--- src/rtl/output_layer_mac.sv ---
// Output dense layer: streams N_IN activations, accumulates against two class
// weight vectors, adds biases, rescales by FRAC and saturates to 16-bit scores.
module output_layer_mac #(
    parameter int N_IN  = 16,
    parameter int FRAC  = 8,
    parameter int ACC_W = 40,
    parameter int AW    = $clog2(N_IN+1)+1
) (
    input  logic          clk,
    input  logic          reset,
    input  logic [15:0]   act_data,
    input  logic          act_valid,
    output logic          act_ready,
    input  logic          w_we,
    input  logic [AW-1:0] w_addr,
    input  logic [15:0]   w_data,
    output logic [15:0]   score0,
    output logic [15:0]   score1,
    output logic          score_valid,
    output logic          busy
);
    localparam int IW = AW-1;
    localparam int DEPTH = 2**IW;
    localparam logic [IW-1:0] BIAS_IDX = IW'(N_IN);
    localparam logic [IW-1:0] LAST_IDX = IW'(N_IN-1);

    typedef enum logic [1:0] {S_IDLE, S_ACCUM, S_FINISH, S_OUT} state_t;

    state_t                  state;
    logic [IW-1:0]           cnt;
    logic signed [ACC_W-1:0] acc0, acc1;

    // Index N_IN of each bank holds the class bias; entries above it are never written.
    logic signed [15:0] wmem0 [DEPTH];
    logic signed [15:0] wmem1 [DEPTH];

    logic                    accept;
    logic                    wr_ok;
    logic [IW-1:0]           rd_idx;
    logic signed [31:0]      prod0, prod1;
    logic signed [ACC_W-1:0] prod0_ext, prod1_ext;
    logic signed [ACC_W-1:0] bias0_ext, bias1_ext;
    logic signed [ACC_W-1:0] res0, res1;

    assign act_ready = (state == S_IDLE) || (state == S_ACCUM);
    assign busy      = (state != S_IDLE);
    assign accept    = act_valid && act_ready;
    assign wr_ok     = w_we && (state == S_IDLE) && (w_addr[IW-1:0] <= BIAS_IDX);
    assign rd_idx    = (state == S_IDLE) ? '0 : cnt;

    always_comb begin
        prod0     = $signed(act_data) * wmem0[rd_idx];
        prod1     = $signed(act_data) * wmem1[rd_idx];
        prod0_ext = {{(ACC_W-32){prod0[31]}}, prod0};
        prod1_ext = {{(ACC_W-32){prod1[31]}}, prod1};
        bias0_ext = {{(ACC_W-16){wmem0[BIAS_IDX][15]}}, wmem0[BIAS_IDX]};
        bias1_ext = {{(ACC_W-16){wmem1[BIAS_IDX][15]}}, wmem1[BIAS_IDX]};
        // Arithmetic shift floors toward -inf after the bias is aligned to Q.FRAC.
        res0      = (acc0 + (bias0_ext <<< FRAC)) >>> FRAC;
        res1      = (acc1 + (bias1_ext <<< FRAC)) >>> FRAC;
    end

    function automatic logic [15:0] sat16(input logic signed [ACC_W-1:0] v);
        if (v[ACC_W-1:15] == {(ACC_W-15){v[ACC_W-1]}})
            return v[15:0];
        else
            return v[ACC_W-1] ? 16'h8000 : 16'h7fff;
    endfunction

    always_ff @(posedge clk) begin
        if (wr_ok) begin
            if (w_addr[AW-1]) wmem1[w_addr[IW-1:0]] <= w_data;
            else              wmem0[w_addr[IW-1:0]] <= w_data;
        end
    end

    always_ff @(posedge clk or posedge reset) begin
        if (reset) begin
            state       <= S_IDLE;
            cnt         <= '0;
            acc0        <= '0;
            acc1        <= '0;
            score0      <= '0;
            score1      <= '0;
            score_valid <= 1'b0;
        end else begin
            case (state)
                S_IDLE: begin
                    if (accept) begin
                        acc0  <= prod0_ext;
                        acc1  <= prod1_ext;
                        cnt   <= IW'(1);
                        state <= (N_IN == 1) ? S_FINISH : S_ACCUM;
                    end
                end
                S_ACCUM: begin
                    if (accept) begin
                        acc0 <= acc0 + prod0_ext;
                        acc1 <= acc1 + prod1_ext;
                        cnt  <= cnt + IW'(1);
                        if (cnt == LAST_IDX) state <= S_FINISH;
                    end
                end
                S_FINISH: begin
                    score0      <= sat16(res0);
                    score1      <= sat16(res1);
                    score_valid <= 1'b1;
                    state       <= S_OUT;
                end
                S_OUT: begin
                    score_valid <= 1'b0;
                    state       <= S_IDLE;
                end
                default: state <= S_IDLE;
            endcase
        end
    end
endmodule

--- config.mk ---
export PLATFORM = sky130hd
export DESIGN_NAME = output_layer_mac
export DESIGN_NICKNAME = d
export VERILOG_FILES = /design/src/rtl/output_layer_mac.sv
export SDC_FILE = /design/constraint.sdc
export NUM_CORES = 2
export LEC_CHECK = 0
export ABC_AREA = 1
export ABC_CLOCK_PERIOD_IN_PS = 23600
export CAP_MARGIN = 20
export CORE_ASPECT_RATIO = 1.25
export CORE_MARGIN = 5
export CORE_UTILIZATION = 55
export CTS_CLUSTER_SIZE = 28
export DETAILED_ROUTE_END_ITERATION = 12
export PLACE_DENSITY = 0.71
export SLEW_MARGIN = 25
export SYNTH_ARGS = -nofsm -noshare
export SYNTH_HDL_FRONTEND = slang
export SYNTH_SLANG_ARGS = --single-unit
--- constraint.sdc ---
create_clock -name clk -period 23.6 [get_ports clk]
set_input_delay 5.9 -clock clk [delete_from_list [all_inputs] [get_ports clk]]
set_output_delay 5.9 -clock clk [all_outputs]
set_load 0.02 [all_outputs]
# Word-level counts from Yosys, hierarchy flattened
# Memories as Yosys holds them, arrays and structs flattened.
# Index checks and enable logic that the tools add are counted.
dict set report word_totals {
  wordCells 61
  reg_bits 120
  out_inout_bits 35
  memories 2
  inputBits 42
  mem_bits_rw 1024
}
# name depth width rd rd_clocked_by_memory_dff wr line
set mem_list {}
lappend mem_list {wmem0 32 16 2 0 1 34} ;# logic signed [15:0] wmem0 [DEPTH];
lappend mem_list {wmem1 32 16 2 0 1 35} ;# logic signed [15:0] wmem1 [DEPTH];
dict set report op_classes {
  reduce_logical 10
  addsub 5
  eq_ne 9
  order_cmp 1
  mux 25
  mul 2
}
# operator count
set op_table {}
lappend op_table {{two-way mux 40 bit} 4}
lappend op_table {{case mux 40 bit (2 select lines)} 2}
lappend op_table {{adder 40 x 24 -> 40 bit} 2}
lappend op_table {{adder 40 x 32 -> 40 bit} 2}
lappend op_table {{multiplier 16 x 16 -> 32 bit} 2}
lappend op_table {{two-way mux 16 bit} 4}
lappend op_table {{equality test 16 bit} 2}
lappend op_table {{two-way mux 5 bit} 3}
lappend op_table {{case mux 5 bit (2 select lines)} 1}
lappend op_table {{case mux 2 bit (4 select lines)} 1}
lappend op_table {{two-way mux 1 bit} 6}
lappend op_table {{two-way mux 2 bit} 3}
lappend op_table {{AND reduction 3 bit} 2}
lappend op_table {{nonzero test 2 bit} 3}
lappend op_table {{adder 5 x 1 -> 5 bit, second input constant} 1}
lappend op_table {{equality test 5 x 4 -> 1 bit, second input constant} 1}
lappend op_table {{less-or-equal comparator 5 bit, second input constant} 1}
lappend op_table {{equality test 2 bit, second input constant} 2}
lappend op_table {{!= test 2 bit, second input constant} 2}
lappend op_table {{logical AND 1 bit} 3}
lappend op_table {{equality test 2 x 1 -> 1 bit, second input constant} 1}
lappend op_table {{zero test 2 bit} 1}
lappend op_table {{!= test 2 x 1 -> 1 bit, second input constant} 1}
lappend op_table {{case mux 1 bit (2 select lines)} 1}
lappend op_table {{logical OR 1 bit} 1}

# Longest topological paths before layout
# An unclocked memory read counts as a cell.
dict set report depth {
  ltp_word 7
  mapped_depth 57
  depth_no_buf 54
}

# Worst setup path after synthesis
# No wires, ideal clock.
dict set report synth_path {
  path_type {input to register}
  start {input act_data[15]}
  end {register acc0[39]}
  cell_stages 32
  arrival_ns 12.907
  path_buffers 1
  slack_ns 10.575
  setup_ns 0.118
  required_ns 23.482
  cell_sequence {inv_1 clkbuf_1 nor2_1 inv_1 fa_1 inv_1 fa_1 fa_1 fa_1 fa_1 inv_1 fa_1 inv_1 ha_1 a21oi_1 o21a_1 o21ai_0 a21oi_1 nand2_1 xnor2_1 ha_1 a21oi_1 o21ai_0 nand2_1 nand3_1 a21oi_1 nand3_1 a21oi_1 o21ai_0 or2_2 nand3_1 nand2_1}
}
dict set report synth_via {
  elab_chain_len 4
  elab_cells_between_ends 5
  classes_between {add/sub: 1; mul: 1; mux: 3}
}
# item line
set synth_rtl {}
lappend synth_rtl {{start, declared} 11} ;# input logic [15:0] act_data,
lappend synth_rtl {{multiplier 16 x 16 -> 32 bit (*)} 52} ;# prod0 = $signed(act_data) * wmem0[rd_idx];
lappend synth_rtl {{adder 40 x 32 -> 40 bit} 98} ;# acc0 <= acc0 + prod0_ext;
lappend synth_rtl {{two-way mux 40 bit} 97} ;# if (accept) begin
lappend synth_rtl {{case mux 40 bit (2 select lines) (*)} 87} ;# case (state)
lappend synth_rtl {{end signal, assigned} 90} ;# acc0 <= prod0_ext;
lappend synth_rtl {{end signal, assigned} 98}
lappend synth_rtl {{end, declared} 31} ;# logic signed [ACC_W-1:0] acc0, acc1;
# Every way passes the cells marked *; elsewhere a longest branch is shown, timed or not. The select of a mux whose other input is x is not followed.
# A chain may end at the register's enable or synchronous reset.

# Worst setup path in the final report
dict set report layout_path {
  start {input act_data[15]}
  end {register acc0[36]}
}
# Same word-level chain as after synthesis.

==> flow_summary.toml <==
[synthesis]
synth_fa_ha_area_share_pct = 19.0
synth_top_family_by_area = "adder cells"
synth_compound_gate_area_share_pct = 10.7
async_flop_share_pct = 10.5
synth_edf_count = 1024
synth_xor_area_share_pct = 1.48
yosysUniqueCellTypes = 57
ys_seq_elements = 1144
syn_area_per_cell_um2 = 9.17
synthFlopType = "edfxtp_1"
synth.area.mux_share_pct = 0
yosysSeqAreaShare_pct = 44.0
yosys_warnings = 0
synth_area_um2 = 76700
synthSimpleGateAreaFrac_pct = 17.1
synthCells = 8360

[critical_path]
slowest_stage = "clkdlybuf4s50_1"
crit_arrival_ns = 15.57
regToRegSetupSlack_ns = 10.62
critPathCapture = "acc0[36]"
critical_path.max_stage_delay_ns = 0.96
r2r_start = "state[0]"
timing.rr.end = "acc0[33]"
cp-start-kind = "input port"
crit_top_cell = "fa_1"
worstSetupPathType = "in -> reg"
rr_worst_depth = 45
endpoint_kind = "flop"
cp_max_fo = 20
startpoint = "act_data[15]"
critical_path_required_ns = 24.26

[sta]
clock_skew_ns = 0.0359
setup_tns_ns = 0
finalCritPeriodShare_pct = 63.2
slew_viol_final = 0
finalCriticalPeriod_ns = 14.91
setup_violations = 0
rsz0062_at_grt = "no"
hold_viol_final = 0
fmax_mhz = 67.1
relSlewSlack_pct = 27.3
tightest_slew_ns = 1.09

[clock_network]
cts_tree = "done"
cts_setup_buffers = 0
cts.path.max_buffers = 3
cts_root_buf = "clkbuf_16"
path_clk_slew_ns = 0.06
htreeDepth = 3
postCtsResizedCells = 0
clock-sinks = 1144
hold_buffers = 0
numCtsBuffers = 112
worstSkewPairLatency_ns = 0.75

[placement]
io_buffers = 76
routabilityCongestion = 0.987
dp_hpwl_um = 158000

[global_routing]
overflow = 0
grt_max_degree = 188
grt_usage_pct = 30.2
grt_pass1_vias = 59200
grt_pass1_wl_um = 339000
grt_antenna_before_repair = 6

[floorplanning]
start_util_pct = 55.2
die-height_um = 427
dieWidth_um = 344
rows = 153
pin_count = 77
core_um2 = 139000
dieArea_um2 = 147000

[routing]
drc_errors = 0
drt-total-wl_um = 223000
drt_iter0_drc = 5041
vias = 59700
drt-pass1-iter-count = 9
vias_per_cell = 5.55
wl_per_cell_um = 20.8
antenna_left = 0

[finish]
syn_to_final_growth_pct = 10.3
finalNetCount = 9690
final_common_cell = "nand2_1"
final_layout_size_suffix_gt1_share_pct = 4.36
mostFrequentLayoutCells = "1,915 x nand2_1, 1,131 x inv_1, 1,024 x edfxtp_1"

[flow_run]
drv_cap = 0

[min_path]
hold_path_class = "reg -> reg"

[status]
outcome = "finished, final reports clean"
==> stage by stage <==
stage	instances	setup slack (ns)	hold WS (ns)	cell area, um^2	utilization (%)
6_report	10800	8.69	0.476	84600	61.0
5_1_grt	10800	8.22	0.506	84600	61.0
4_1_cts	10800	8.81	0.481	84600	60.9
3_5_place_dp	10500	8.02	0.464	80900	58.3
3_3_place_gp	10500	7.72	0.463	80900	58.3
2_1_floorplan	8839	10.58	0.455	78500	-
==> critical path: cells and delay by family <==
| kind | cells | cell delay [ns] |
|---|---|---|
| buf+inv | 4 | 1.85 |
| xor+xnor | 1 | 0.64 |
| compound gates | 7 | 1.41 |
| fa+ha+maj | 8 | 4.30 |
| simple gates | 9 | 1.42 |
==> layer usage <==
metal  GRT usage [%]  vias up  share of wire, %  wire, um
met1            35.5    29100                37     82100
li1                -    27900                 -         -
met2            54.5     2104                52    115000
met3            3.68      618               5.9     13200
met5               0        -                 0         0
met4            15.3        0               5.8     12900
==> logic make-up (layout without fill, tap and decap cells) <==
group / Yosys count / count (layout)
simple gates: 3285 / 3285
buf+inv: 1495 / 1552
compound gates: 1459 / 1459
flops: 1144 / 1144
fa+ha+maj: 846 / 846
xor+xnor: 130 / 130
other cells: 1 / 482
==> state kept, by name (all words and copies together), names as in the netlist <==
register and count:
wmem0 512, wmem1 512, acc0 40, acc1 40, score0 16, score1 16, cnt 5, state 2
score_valid 1
==> layout make-up <==
cell class | instances | area, um^2
inverters | 1161 | 4380
multi-input cells | 6200 | 38900
well taps | 1860 | 2330
fillers | 12000 | 54200
flip-flops and latches | 1144 | 33800
repair buffers | 183 | 1550
diodes | 2 | 5.00
clock buffers | 132 | 2890
clock inverters | 76 | 744
==> synth_stat cells, drive strengths merged (8+ instances only) <==
| cell type | number | area, um^2 |
|---|---|---|
| a21boi | 8 | 60.1 |
| a21o | 20 | 150 |
| a21oi | 521 | 2640 |
| a22oi | 33 | 248 |
| a31oi | 22 | 138 |
| a32o | 58 | 581 |
| and2 | 18 | 113 |
| and3 | 10 | 62.6 |
| buf | 119 | 677 |
| clkbuf | 213 | 800 |
| clkinv | 12 | 45.0 |
| dfrtp | 120 | 3000 |
| edfxtp | 1024 | 30700 |
| fa | 530 | 10600 |
| ha | 316 | 3950 |
| inv | 1149 | 4310 |
| nand2 | 1945 | 7400 |
| nand3 | 236 | 1210 |
| nand4 | 57 | 357 |
| nor2 | 947 | 3600 |
| nor3 | 41 | 205 |
| nor4 | 9 | 56.3 |
| o211ai | 27 | 203 |
| o21ai | 575 | 2890 |
| o21bai | 28 | 210 |
| o221ai | 9 | 78.8 |
| o22ai | 133 | 832 |
| or2 | 21 | 131 |
| xnor2 | 43 | 377 |
| xor2 | 87 | 762 |
==> worst min-delay path by stage <==
stage | startpoint | to | slack, ns | depth (start not counted)
final | score1[13] | score1[13] | 0.48 | 2
after global routing | score0[2] | score0[2] | 0.51 | 2
after CTS | score1[13] | score1[13] | 0.48 | 2
after detailed placement | score1[13] | score1[13] | 0.46 | 2
after global placement | score0[0] | score0[0] | 0.46 | 2
after floorplan | acc0[5] | acc0[5] | 0.46 | 2
Power is not shown: default switching activity piles up to over one toggle a cycle in this logic, so the estimate is an artifact.
